===== config.mk =====
export PLATFORM = sky130hd
export DESIGN_NAME = sto_bram_rd_arb
export DESIGN_NICKNAME = d
export VERILOG_FILES = /design/src/rtl/sto_pkg.sv /design/src/rtl/sto_tag_fifo.sv /design/src/rtl/sto_bram_rd_arb.sv
export SDC_FILE = /design/constraint.sdc
export NUM_CORES = 1
export LEC_CHECK = 0
export ABC_AREA = 1
export CORE_UTILIZATION = 46
export CTS_BUF_LIST = sky130_fd_sc_hd__clkbuf_2 sky130_fd_sc_hd__clkbuf_4 sky130_fd_sc_hd__clkbuf_8
export CTS_CLUSTER_SIZE = 40
export DETAILED_ROUTE_END_ITERATION = 6
export GPL_ROUTABILITY_DRIVEN = 0
export PLACE_DENSITY = 0.88
export SLEW_MARGIN = 20
export SYNTH_ARGS = -nofsm -noshare
export SYNTH_HDL_FRONTEND = slang
export SYNTH_SLANG_ARGS = --single-unit
export TNS_END_PERCENT = 5

===== constraint.sdc =====
create_clock -name clk -period 3.1 [get_ports clk]
set_input_delay 0.62 -clock clk [delete_from_list [all_inputs] [get_ports clk]]
set_output_delay 0.62 -clock clk [all_outputs]
set_load 0.005 [all_outputs]

===== src/rtl/sto_pkg.sv =====
// Shared constants and arbiter state encoding for the sto BRAM access path.
package sto_pkg;
  localparam int STO_AW = 15;
  localparam int STO_DW = 64;

  typedef enum logic {
    ARB_IDLE = 1'b0,
    ARB_OWN  = 1'b1
  } arb_state_t;
endpackage


===== src/rtl/sto_tag_fifo.sv =====
// Small FIFO holding requester tags of reads that are issued but not yet returned.
module sto_tag_fifo #(
  parameter  int DEPTH = 4,
  parameter  int WIDTH = 1,
  localparam int PW    = $clog2(DEPTH),
  localparam int CW    = $clog2(DEPTH + 1)
) (
  input  logic             clk,
  input  logic             rst_n,
  input  logic             push,
  input  logic [WIDTH-1:0] din,
  input  logic             pop,
  output logic [WIDTH-1:0] dout,
  output logic             full,
  output logic             empty,
  output logic [CW-1:0]    count,
  output logic             pop_err
);
  logic [WIDTH-1:0] mem [DEPTH];
  logic [PW-1:0]    wr_ptr, rd_ptr;
  logic             do_push, do_pop;

  assign full    = (count == CW'(DEPTH));
  assign empty   = (count == '0);
  assign do_pop  = pop & ~empty;
  // a push into a full FIFO is fine when the same edge pops a slot free
  assign do_push = push & (~full | do_pop);
  assign pop_err = pop & empty;
  assign dout    = mem[rd_ptr];

  always_ff @(posedge clk) begin
    if (do_push) mem[wr_ptr] <= din;
  end

  always_ff @(posedge clk) begin
    if (!rst_n) begin
      wr_ptr <= '0;
      rd_ptr <= '0;
      count  <= '0;
    end else begin
      if (do_push) wr_ptr <= wr_ptr + 1'b1;
      if (do_pop)  rd_ptr <= rd_ptr + 1'b1;
      count <= count + CW'(do_push) - CW'(do_pop);
    end
  end
endmodule


===== src/rtl/sto_bram_rd_arb.sv =====
// Round-robin arbiter with burst hold sharing one BRAM read port; a tag FIFO
// routes returned data back to the requester that issued the read.
module sto_bram_rd_arb
  import sto_pkg::*;
#(
  parameter  int NREQ      = 2,
  parameter  int AW        = STO_AW,
  parameter  int DW        = STO_DW,
  parameter  int MAX_OUT   = 4,
  parameter  int BURST_MAX = 16,
  localparam int CW        = $clog2(MAX_OUT + 1)
) (
  input  logic                clk,
  input  logic                rst_n,
  input  logic [NREQ-1:0]     req_ce,
  input  logic [NREQ*AW-1:0]  req_addr,
  output logic [NREQ-1:0]     req_gnt,
  output logic [DW-1:0]       rsp_data,
  output logic [NREQ-1:0]     rsp_valid,
  output logic                bce,
  output logic [AW-1:0]       braddr,
  input  logic [DW-1:0]       brdata,
  input  logic                brvalid,
  output logic [CW-1:0]       outstanding,
  output logic                err_unexp
);
  localparam int TW = (NREQ > 1) ? $clog2(NREQ) : 1;
  localparam int BW = $clog2(BURST_MAX + 1);

  arb_state_t                 st_q, st_d;
  logic [TW-1:0]              rr_q, rr_d, owner_q, owner_d, owner_nxt, gnt_idx, tag_out;
  logic [BW-1:0]              beats_q, beats_d;
  logic [TW:0]                pick_rr, pick_rot;
  logic [NREQ-1:0][AW-1:0]    addr_v;
  logic                       cap_ok, acc, pop_ok, pop_err, fifo_full, fifo_empty;

  // {hit, index} of the first requester at or after start, searching cyclically
  function automatic logic [TW:0] rr_pick(input logic [NREQ-1:0] r, input logic [TW-1:0] start);
    logic [TW:0]   res;
    logic [TW-1:0] jj;
    int            j;
    res = '0;
    for (int k = NREQ - 1; k >= 0; k--) begin
      j = int'(start) + k;
      if (j >= NREQ) j = j - NREQ;
      jj = TW'(j);
      if (r[jj]) res = {1'b1, jj};
    end
    return res;
  endfunction

  assign addr_v    = req_addr;
  assign owner_nxt = (owner_q == TW'(NREQ - 1)) ? '0 : owner_q + 1'b1;
  // a return in this cycle frees a slot, so grant never depends on brdata
  assign cap_ok    = ~fifo_full | brvalid;
  assign acc       = |(req_ce & req_gnt);
  assign pop_ok    = brvalid & ~fifo_empty;

  always_comb begin
    req_gnt  = '0;
    gnt_idx  = '0;
    st_d     = st_q;
    owner_d  = owner_q;
    rr_d     = rr_q;
    beats_d  = beats_q;
    pick_rr  = rr_pick(req_ce, rr_q);
    pick_rot = rr_pick(req_ce, owner_nxt);
    if (cap_ok) begin
      case (st_q)
        ARB_IDLE: begin
          if (pick_rr[TW]) begin
            gnt_idx          = pick_rr[TW-1:0];
            req_gnt[gnt_idx] = 1'b1;
            st_d             = ARB_OWN;
            owner_d          = gnt_idx;
            beats_d          = BW'(1);
          end
        end
        ARB_OWN: begin
          if (req_ce[owner_q] && beats_q < BW'(BURST_MAX)) begin
            gnt_idx          = owner_q;
            req_gnt[owner_q] = 1'b1;
            beats_d          = beats_q + 1'b1;
          end else begin
            // owner dropped or burst exhausted: rotate and re-arbitrate now
            rr_d = owner_nxt;
            if (pick_rot[TW]) begin
              gnt_idx          = pick_rot[TW-1:0];
              req_gnt[gnt_idx] = 1'b1;
              owner_d          = gnt_idx;
              beats_d          = BW'(1);
            end else begin
              st_d    = ARB_IDLE;
              beats_d = '0;
            end
          end
        end
        default: st_d = ARB_IDLE;
      endcase
    end
  end

  sto_tag_fifo #(.DEPTH(MAX_OUT), .WIDTH(TW)) u_tag_fifo (
    .clk     (clk),
    .rst_n   (rst_n),
    .push    (acc),
    .din     (gnt_idx),
    .pop     (brvalid),
    .dout    (tag_out),
    .full    (fifo_full),
    .empty   (fifo_empty),
    .count   (outstanding),
    .pop_err (pop_err)
  );

  always_ff @(posedge clk) begin
    if (!rst_n) begin
      st_q      <= ARB_IDLE;
      rr_q      <= '0;
      owner_q   <= '0;
      beats_q   <= '0;
      bce       <= 1'b0;
      braddr    <= '0;
      rsp_valid <= '0;
      rsp_data  <= '0;
      err_unexp <= 1'b0;
    end else begin
      st_q    <= st_d;
      rr_q    <= rr_d;
      owner_q <= owner_d;
      beats_q <= beats_d;
      bce     <= acc;
      if (acc) braddr <= addr_v[gnt_idx];
      rsp_valid <= '0;
      if (pop_ok) begin
        rsp_valid[tag_out] <= 1'b1;
        rsp_data           <= brdata;
      end
      if (pop_err) err_unexp <= 1'b1;
    end
  end
endmodule


==> run_results.csv, run 1 <==
group,metric,value,unit
cells_and_area,drive_gt1_share,4.56,%
place,port_buffers,186,
clock_network,cts_buffers,9,
floorplan,fp-row-count,34,
power,cellPowerDensity,728,mW/mm²
logic_synthesis,synth_cell_types,34,
sta,period_needed,2950,ps
sta,slew_viol_final,0,
floorplan,die_area,0.00931,mm²
logic_synthesis,ys_seq_area_share,51.7,%
place,placedCellCount,816,
floorplan,initial_core_util,47.3,%
power,pwr-share-clk,19.2,%
clock_network,cts_resized,0,
run,drv_cap,0,
clock_network,clock_path_buffers,2,
power,switching_share,32.7,%
clock_network,root_buffer,"clkbuf_8",
sta,fin_tns_setup,0,ps
route,detail-route-antenna-nets,0,
sta,relSlewSlack,55.3,%
cells_and_area,diodes,0,
logic_synthesis,synth-seq-cells,104,
floorplan,coreArea,0.00868,mm²
logic_synthesis,syn_area,0.00411,mm²
power,p_int,3.05,mW
logic_synthesis,syn-instance-count,544,
sta,setup_viol,0,
sta,rsz0062_at_grt,"no",
grt,grt_start_max_net_pins,77,
grt,grt.busiest_layer,"met2",
clock_network,clk_pin_slew_worst_paths,90,ps
clock_network,htreeDepth,3,
hold_path,whs_path_depth,2,
clock_network,clock_sinks,104,
logic_synthesis,syn-num-nets,651,
route,drc,0,
worst_setup_path,cp.required,2480,ps
cells_and_area,fin_cells,831,
floorplan,die_w,96.5,µm
sta,fmax,339,MHz
sta,hold_violations,0,
clock_network,cts_hold_buf,0,
power,p_seq_share,41.4,%
hold_path,worstHoldPathType,"reg -> reg",
worst_setup_path,crit_type,"in -> out",
route,drt-initial-drc-count,114,
route,avgRoutedWirePerCell,13.7,µm
grt,track_usage,23.6,%
route,wirelength,11400,µm
sta,fin_skew,10.7,ps
worst_setup_path,ff2ff_path_depth,9,
worst_setup_path,worst_setup_path_start_kind,"input pin",
clock_network,cts_tree,"built",
worst_setup_path,endpoint_kind,"primary output",
worst_setup_path,cp_max_fo,5,
power,switching_power,1.48,mW
status,status,"complete, no violations",
grt,use_met3,8.45,%
grt,grt_use_met1,26.1,%
clock_network,cts_setup_buffers,0,
logic_synthesis,yosys_warnings,0,
sta,timing.final.crit_share,95.2,%
power,irDropWorstVdd,0.389,mV
route,via_per_inst,4.97,
logic_synthesis,synth.avg_cell_area,7.55,µm²
grt,grt_pass1_wl,16900,µm
route,vias,4127,
grt,overflow,0,
grt,antenna_found_initial,0,
floorplan,die-height,96.5,µm
power,leakagePower,2.64,nW
sta,tightest_slew,670,ps
cells_and_area,finalNetCount,826,
clock_network,clk_latency,360,ps
cells_and_area,syn2layout_area_growth,51.6,%
grt,grt_pass1_vias,3725,
route,dr.pass1.iters,4,
grt,global_route.usage.met2,41.5,%
power,p_comb_share,39.3,%
floorplan,io_pins,187,
worst_setup_path,crit_arrival,2330,ps
place,dp.final_hpwl,8170,µm
==> per-layer routing <==
layer	part of all wire, %	wire (µm)	vias to the layer above
met3	9.7	1110	19
met1	40	4530	1897
li1	-	-	2056
met4	1.8	199	0
met5	0	0	-
met2	49	5520	155
==> power groups by stage <==
stage               combinational, mW  clock [mW]  sequential [mW]
floorplan                       0.822           0             1.92
global placement                 1.71           0             1.88
detailed placement               1.78           0             1.91
CTS                              1.79       0.887             1.88
global route                     1.99       0.949             1.92
finish                           1.78       0.870             1.88
==> through the flow <==
stage / total power [mW] / worst slack [ps] / cell area, µm² / utilization [%] / hold WS, ps
finish: 4.53 / 149 / 6220 / 71.7 / 454
global route: 4.86 / 70.9 / 6220 / 71.7 / 479
CTS: 4.56 / 149 / 6220 / 71.7 / 457
detailed placement: 3.69 / 162 / 6020 / 69.4 / 442
global placement: 3.59 / 205 / 6020 / 69.4 / 439
floorplan: 2.74 / 899 / 4110 / - / 447
==> cell type report <==
cell class,instances,area (µm²)
clock inverter,4,52.6
multi-input combinational,368,1690
inverter,42,158
timing repair buffer,194,1920
sequential,104,2120
clock buffer,11,151
fill,642,2450
tap,108,135
==> cell usage in the layout, fill, tap and decap left out, types with 3 or more instances in the layout <==
| cell | Yosys | layout |
|---|---|---|
| nand2_1 | 60 | 59 |
| ha_1 | 7 | 7 |
| clkbuf_8 | 0 | 11 |
| nor3_1 | 3 | 3 |
| buf_4 | 2 | 8 |
| nand3_1 | 19 | 19 |
| edfxtp_1 | 4 | 4 |
| a21oi_1 | 12 | 12 |
| inv_1 | 40 | 39 |
| nand4_1 | 3 | 3 |
| xor2_1 | 3 | 3 |
| o21ai_0 | 69 | 69 |
| dfxtp_1 | 100 | 100 |
| clkdlybuf4s50_1 | 0 | 185 |
| nor2_1 | 173 | 173 |
==> cell families (layout without fill, tap and decap cells) <==
group | count (synthesis) | after routing | synth area share [%]
AND/OR/NAND/NOR | 269 | 269 | 26.7
flip-flops | 104 | 104 | 51.7
AO/OA/AOI/OAI | 88 | 88 | 11.1
buffers and inverters | 72 | 251 | 7.25
adder cells (fa/ha/maj) | 8 | 8 | 2.62
XOR/XNOR | 3 | 3 | 0.640
==> worst max-delay path, stage by stage <==
cell and delay [ps]:
clkdlybuf4s50_1 530, nand2_1 120, a21oi_2 220, nand2_2 130, a21oi_1 180, clkdlybuf4s50_1 540
==> synth_stat cells (all sizes together) <==
cell | count | area share (%)
ha | 7 | 2.1
and2 | 1 | 0.15
nand2 | 62 | 5.9
a21oi | 13 | 1.7
xor2 | 3 | 0.64
buf | 13 | 1.9
o21ai | 71 | 8.7
a211oi | 1 | 0.18
a32oi | 1 | 0.21
edfxtp | 4 | 2.9
nor4 | 1 | 0.15
nor2 | 173 | 16
inv | 41 | 3.7
nand4 | 3 | 0.46
dfxtp | 100 | 49
nand3 | 22 | 3.2
a22oi | 1 | 0.18
or2 | 1 | 0.15
nor3 | 3 | 0.37
nor3b | 1 | 0.18
clkinv | 1 | 0.091
o21bai | 1 | 0.18
and3 | 2 | 0.30
fa | 1 | 0.49
clkbuf | 17 | 1.6
==> path summary, 6_finish.rpt <==
check	startpoint	endpoint	slack [ps]
worst max register to register	u_tag_fifo.count[1]$_SDFF_PN0_	u_tag_fifo.count[2]$_SDFF_PN0_	1160
worst max-delay path	req_ce[1]	req_gnt[0]	150
worst min-delay path	err_unexp$_SDFFE_PN0P_	err_unexp$_SDFFE_PN0P_	450
worst min register to register	err_unexp$_SDFFE_PN0P_	err_unexp$_SDFFE_PN0P_	450
==> sequential cells by signal, summed over array words and instances, names as in the netlist, named ones only <==
register           cells
u_tag_fifo.mem         4
err_unexp              1
u_tag_fifo.wr_ptr      2
braddr                15
bce                    1
owner_q                1
rsp_valid              2
u_tag_fifo.rd_ptr      2
u_tag_fifo.count       3
st_q                   1
rsp_data              64
beats_q                5
rr_q                   1
No activity file was read; power rests on OpenSTA's default activity.
==> run 2: changes to the inputs <==
--- a/config.mk
+++ b/config.mk
@@ -6,11 +6,13 @@
 export NUM_CORES = 1
 export LEC_CHECK = 0
 export ABC_AREA = 1
+export CORE_MARGIN = 2
 export CORE_UTILIZATION = 46
 export CTS_BUF_LIST = sky130_fd_sc_hd__clkbuf_2 sky130_fd_sc_hd__clkbuf_4 sky130_fd_sc_hd__clkbuf_8
 export CTS_CLUSTER_SIZE = 40
 export DETAILED_ROUTE_END_ITERATION = 6
 export GPL_ROUTABILITY_DRIVEN = 0
+export GPL_TIMING_DRIVEN = 1
 export PLACE_DENSITY = 0.88
 export SLEW_MARGIN = 20
 export SYNTH_ARGS = -nofsm -noshare
==> run_results.csv, run 2 (same netlist as run 1, synthesis figures left out) <==
group,metric,value,unit
cells_and_area,multiInputGateArea,0.00169,mm²
sta,period_needed,3000,ps
floorplan,die_w,98.5,µm
sta,rsz0062_at_grt,"no",
power,cellPowerDensity,737,mW/mm²
cells_and_area,final_core_util,72.0,%
clock_network,cts_tree,"built",
floorplan,coreArea,0.00868,mm²
place,pre_cts_ws,161,ps
clock_network,root_buffer,"clkbuf_8",
cells_and_area,diodes,0,
worst_setup_path,cp_max_fo,5,
run,drv_cap,0,
route,detail-route-antenna-nets,0,
worst_setup_path,rrSetupSlack,1050,ps
cells_and_area,syn2layout_area_growth,52.1,%
place,dp.final_hpwl,8210,µm
floorplan,fp-row-count,34,
grt,grt_pass1_vias,3935,
floorplan,die_area,0.00970,mm²
sta,fmax,333,MHz
floorplan,io_pins,187,
clock_network,clk_latency,350,ps
worst_setup_path,slowest_delay,540,ps
cells_and_area,drive_gt1_share,4.56,%
cells_and_area,fillers,646,
place,port_buffers,186,
route,drc,0,
worst_setup_path,ff2ff_path_depth,9,
worst_setup_path,crit_arrival,2380,ps
worst_setup_path,crit_path_frequent_cell,"clkdlybuf4s50_1",
sta,hold_slack,470,ps
cells_and_area,register_area,0.00212,mm²
worst_setup_path,cp_cell_sequence,"clkdlybuf4s50_1 -> nand2_1 -> a21oi_2 -> nand2_2 -> a21oi_1 -> clkdlybuf4s50_1",
worst_setup_path,critPathTopFamily,"buffers and inverters",
sta,fin_skew,9.80,ps
power,leakagePower,2.64,nW
worst_setup_path,critPathSlowestCell,"clkdlybuf4s50_1",
worst_setup_path,crit_buf_inv,2,
clock_network,htreeDepth,3,
worst_setup_path,worst_setup_path_start_kind,"input pin",
sta,fin_tns_setup,0,ps
clock_network,cts_hold_buf,0,
sta,timing.final.crit_share,96.7,%
hold_path,hold_path_end,"err_unexp$_SDFFE_PN0P_",
worst_setup_path,r2r_end,"u_tag_fifo.count[2]$_SDFF_PN0_",
hold_path,whs_path_depth,2,
sta,slew_viol_final,0,
route,via_per_inst,4.96,
cells_and_area,largest_reg_flops,64,
grt,overflow,0,
cells_and_area,final_common_cell,"clkdlybuf4s50_1",
floorplan,initial_core_util,47.3,%
clock_network,cts_resized,0,
cells_and_area,reg_top3,"rsp_data: 64 flops, braddr: 15 flops, beats_q: 5 flops",
worst_setup_path,endpoint_kind,"primary output",
worst_setup_path,crit_type,"in -> out",
route,avgRoutedWirePerCell,13.6,µm
clock_network,clock_path_buffers,2,
worst_setup_path,cp.required,2480,ps
floorplan,die-height,98.5,µm
grt,grt_start_max_net_pins,70,
grt,track_usage,22.5,%
clock_network,clock_sinks,104,
sta,tightest_slew,680,ps
sta,relSlewSlack,54.7,%
cells_and_area,finalNetCount,825,
hold_path,worstHoldPathType,"reg -> reg",
sta,fin_ws,101,ps
clock_network,cts_setup_buffers,0,
cells_and_area,layout_common_cells,"clkdlybuf4s50_1, nor2_1, dfxtp_1",
route,vias,4119,
sta,setup_viol,0,
worst_setup_path,r2r_start,"u_tag_fifo.count[1]$_SDFF_PN0_",
route,wirelength,11300,µm
sta,hold_violations,0,
route,drt-initial-drc-count,110,
hold_path,min-delay-start,"err_unexp$_SDFFE_PN0P_",
power,irDropWorstVdd,0.402,mV
status,status,"complete, no violations",
cells_and_area,regMostFlops,"rsp_data",
grt,antenna_found_initial,0,
grt,grt_pass1_wl,18100,µm
route,dr.pass1.iters,4,
clock_network,cts_buffers,9,
clock_network,clk_pin_slew_worst_paths,100,ps
[run 2: changes by cell type in the layout (fill, tap and decap cells not counted), sizes merged]
cell and delta:
clkinv -2, buf -1, bufinv +1, clkinvlp +1, inv +1
[run 2: worst max path at each step]
stage               cells after the start                             end  slack [ps]      start
finish                                  6                      req_gnt[0]         100  req_ce[1]
global route                            6                      req_gnt[0]          30  req_ce[1]
CTS                                     6                      req_gnt[0]         140  req_ce[1]
detailed placement                      6                      req_gnt[0]         160  req_ce[1]
global placement                        6                      req_gnt[0]         230  req_ce[1]
floorplan                               9  u_tag_fifo.count[2]$_SDFF_PN0_         900    brvalid
[run 2: layer usage]
| layer | part of all wire, % | global-route usage, % | vias up |
|---|---|---|---|
| li1 | - | - | 2056 |
| met1 | 42 | 26.5 | 1884 |
| met2 | 48 | 39.9 | 169 |
| met3 | 8.7 | 6.31 | 10 |
| met4 | 0.93 | 6.64 | 0 |
| met5 | 0 | 0 | - |
[run 2: power by group]
| part | total, mW | internal (mW) | switching (mW) | leakage, nW |
|---|---|---|---|---|
| registers | 1.88 | 1.69 | 0.185 | 0.865 |
| logic | 1.77 | 0.936 | 0.837 | 1.66 |
| clock network | 0.952 | 0.495 | 0.457 | 0.115 |
| total | 4.60 | 3.12 | 1.48 | 2.64 |
[run 2: cell type report]
| cell class | count | area share (%) |
|---|---|---|
| clock buffers | 11 | 2.32 |
| clock inverters | 5 | 1.40 |
| inverters | 42 | 2.52 |
| multi-input cells | 368 | 27.0 |
| flip-flops and latches | 104 | 34.0 |
| well taps | 108 | 2.16 |
| repair buffers | 193 | 30.6 |
[run 2: stage by stage]
stage / area (µm²) / std cells / total power [mW]
finish: 6250 / 831 / 4.60
global route: 6250 / 831 / 4.92
CTS: 6250 / 831 / 4.64
detailed placement: 6010 / 815 / 3.68
global placement: 6010 / 815 / 3.60
floorplan: 4110 / 544 / 2.74
[run 2: worst reg2reg max path, cell delays in order, from the launching register on]
cell	delay [ps]
dfxtp_1	370
nor2_1	160
nand3_2	210
nand2_1	150
buf_4	180
inv_1	70
ha_1	210
fa_1	370
xor2_1	160
nor2_1	60
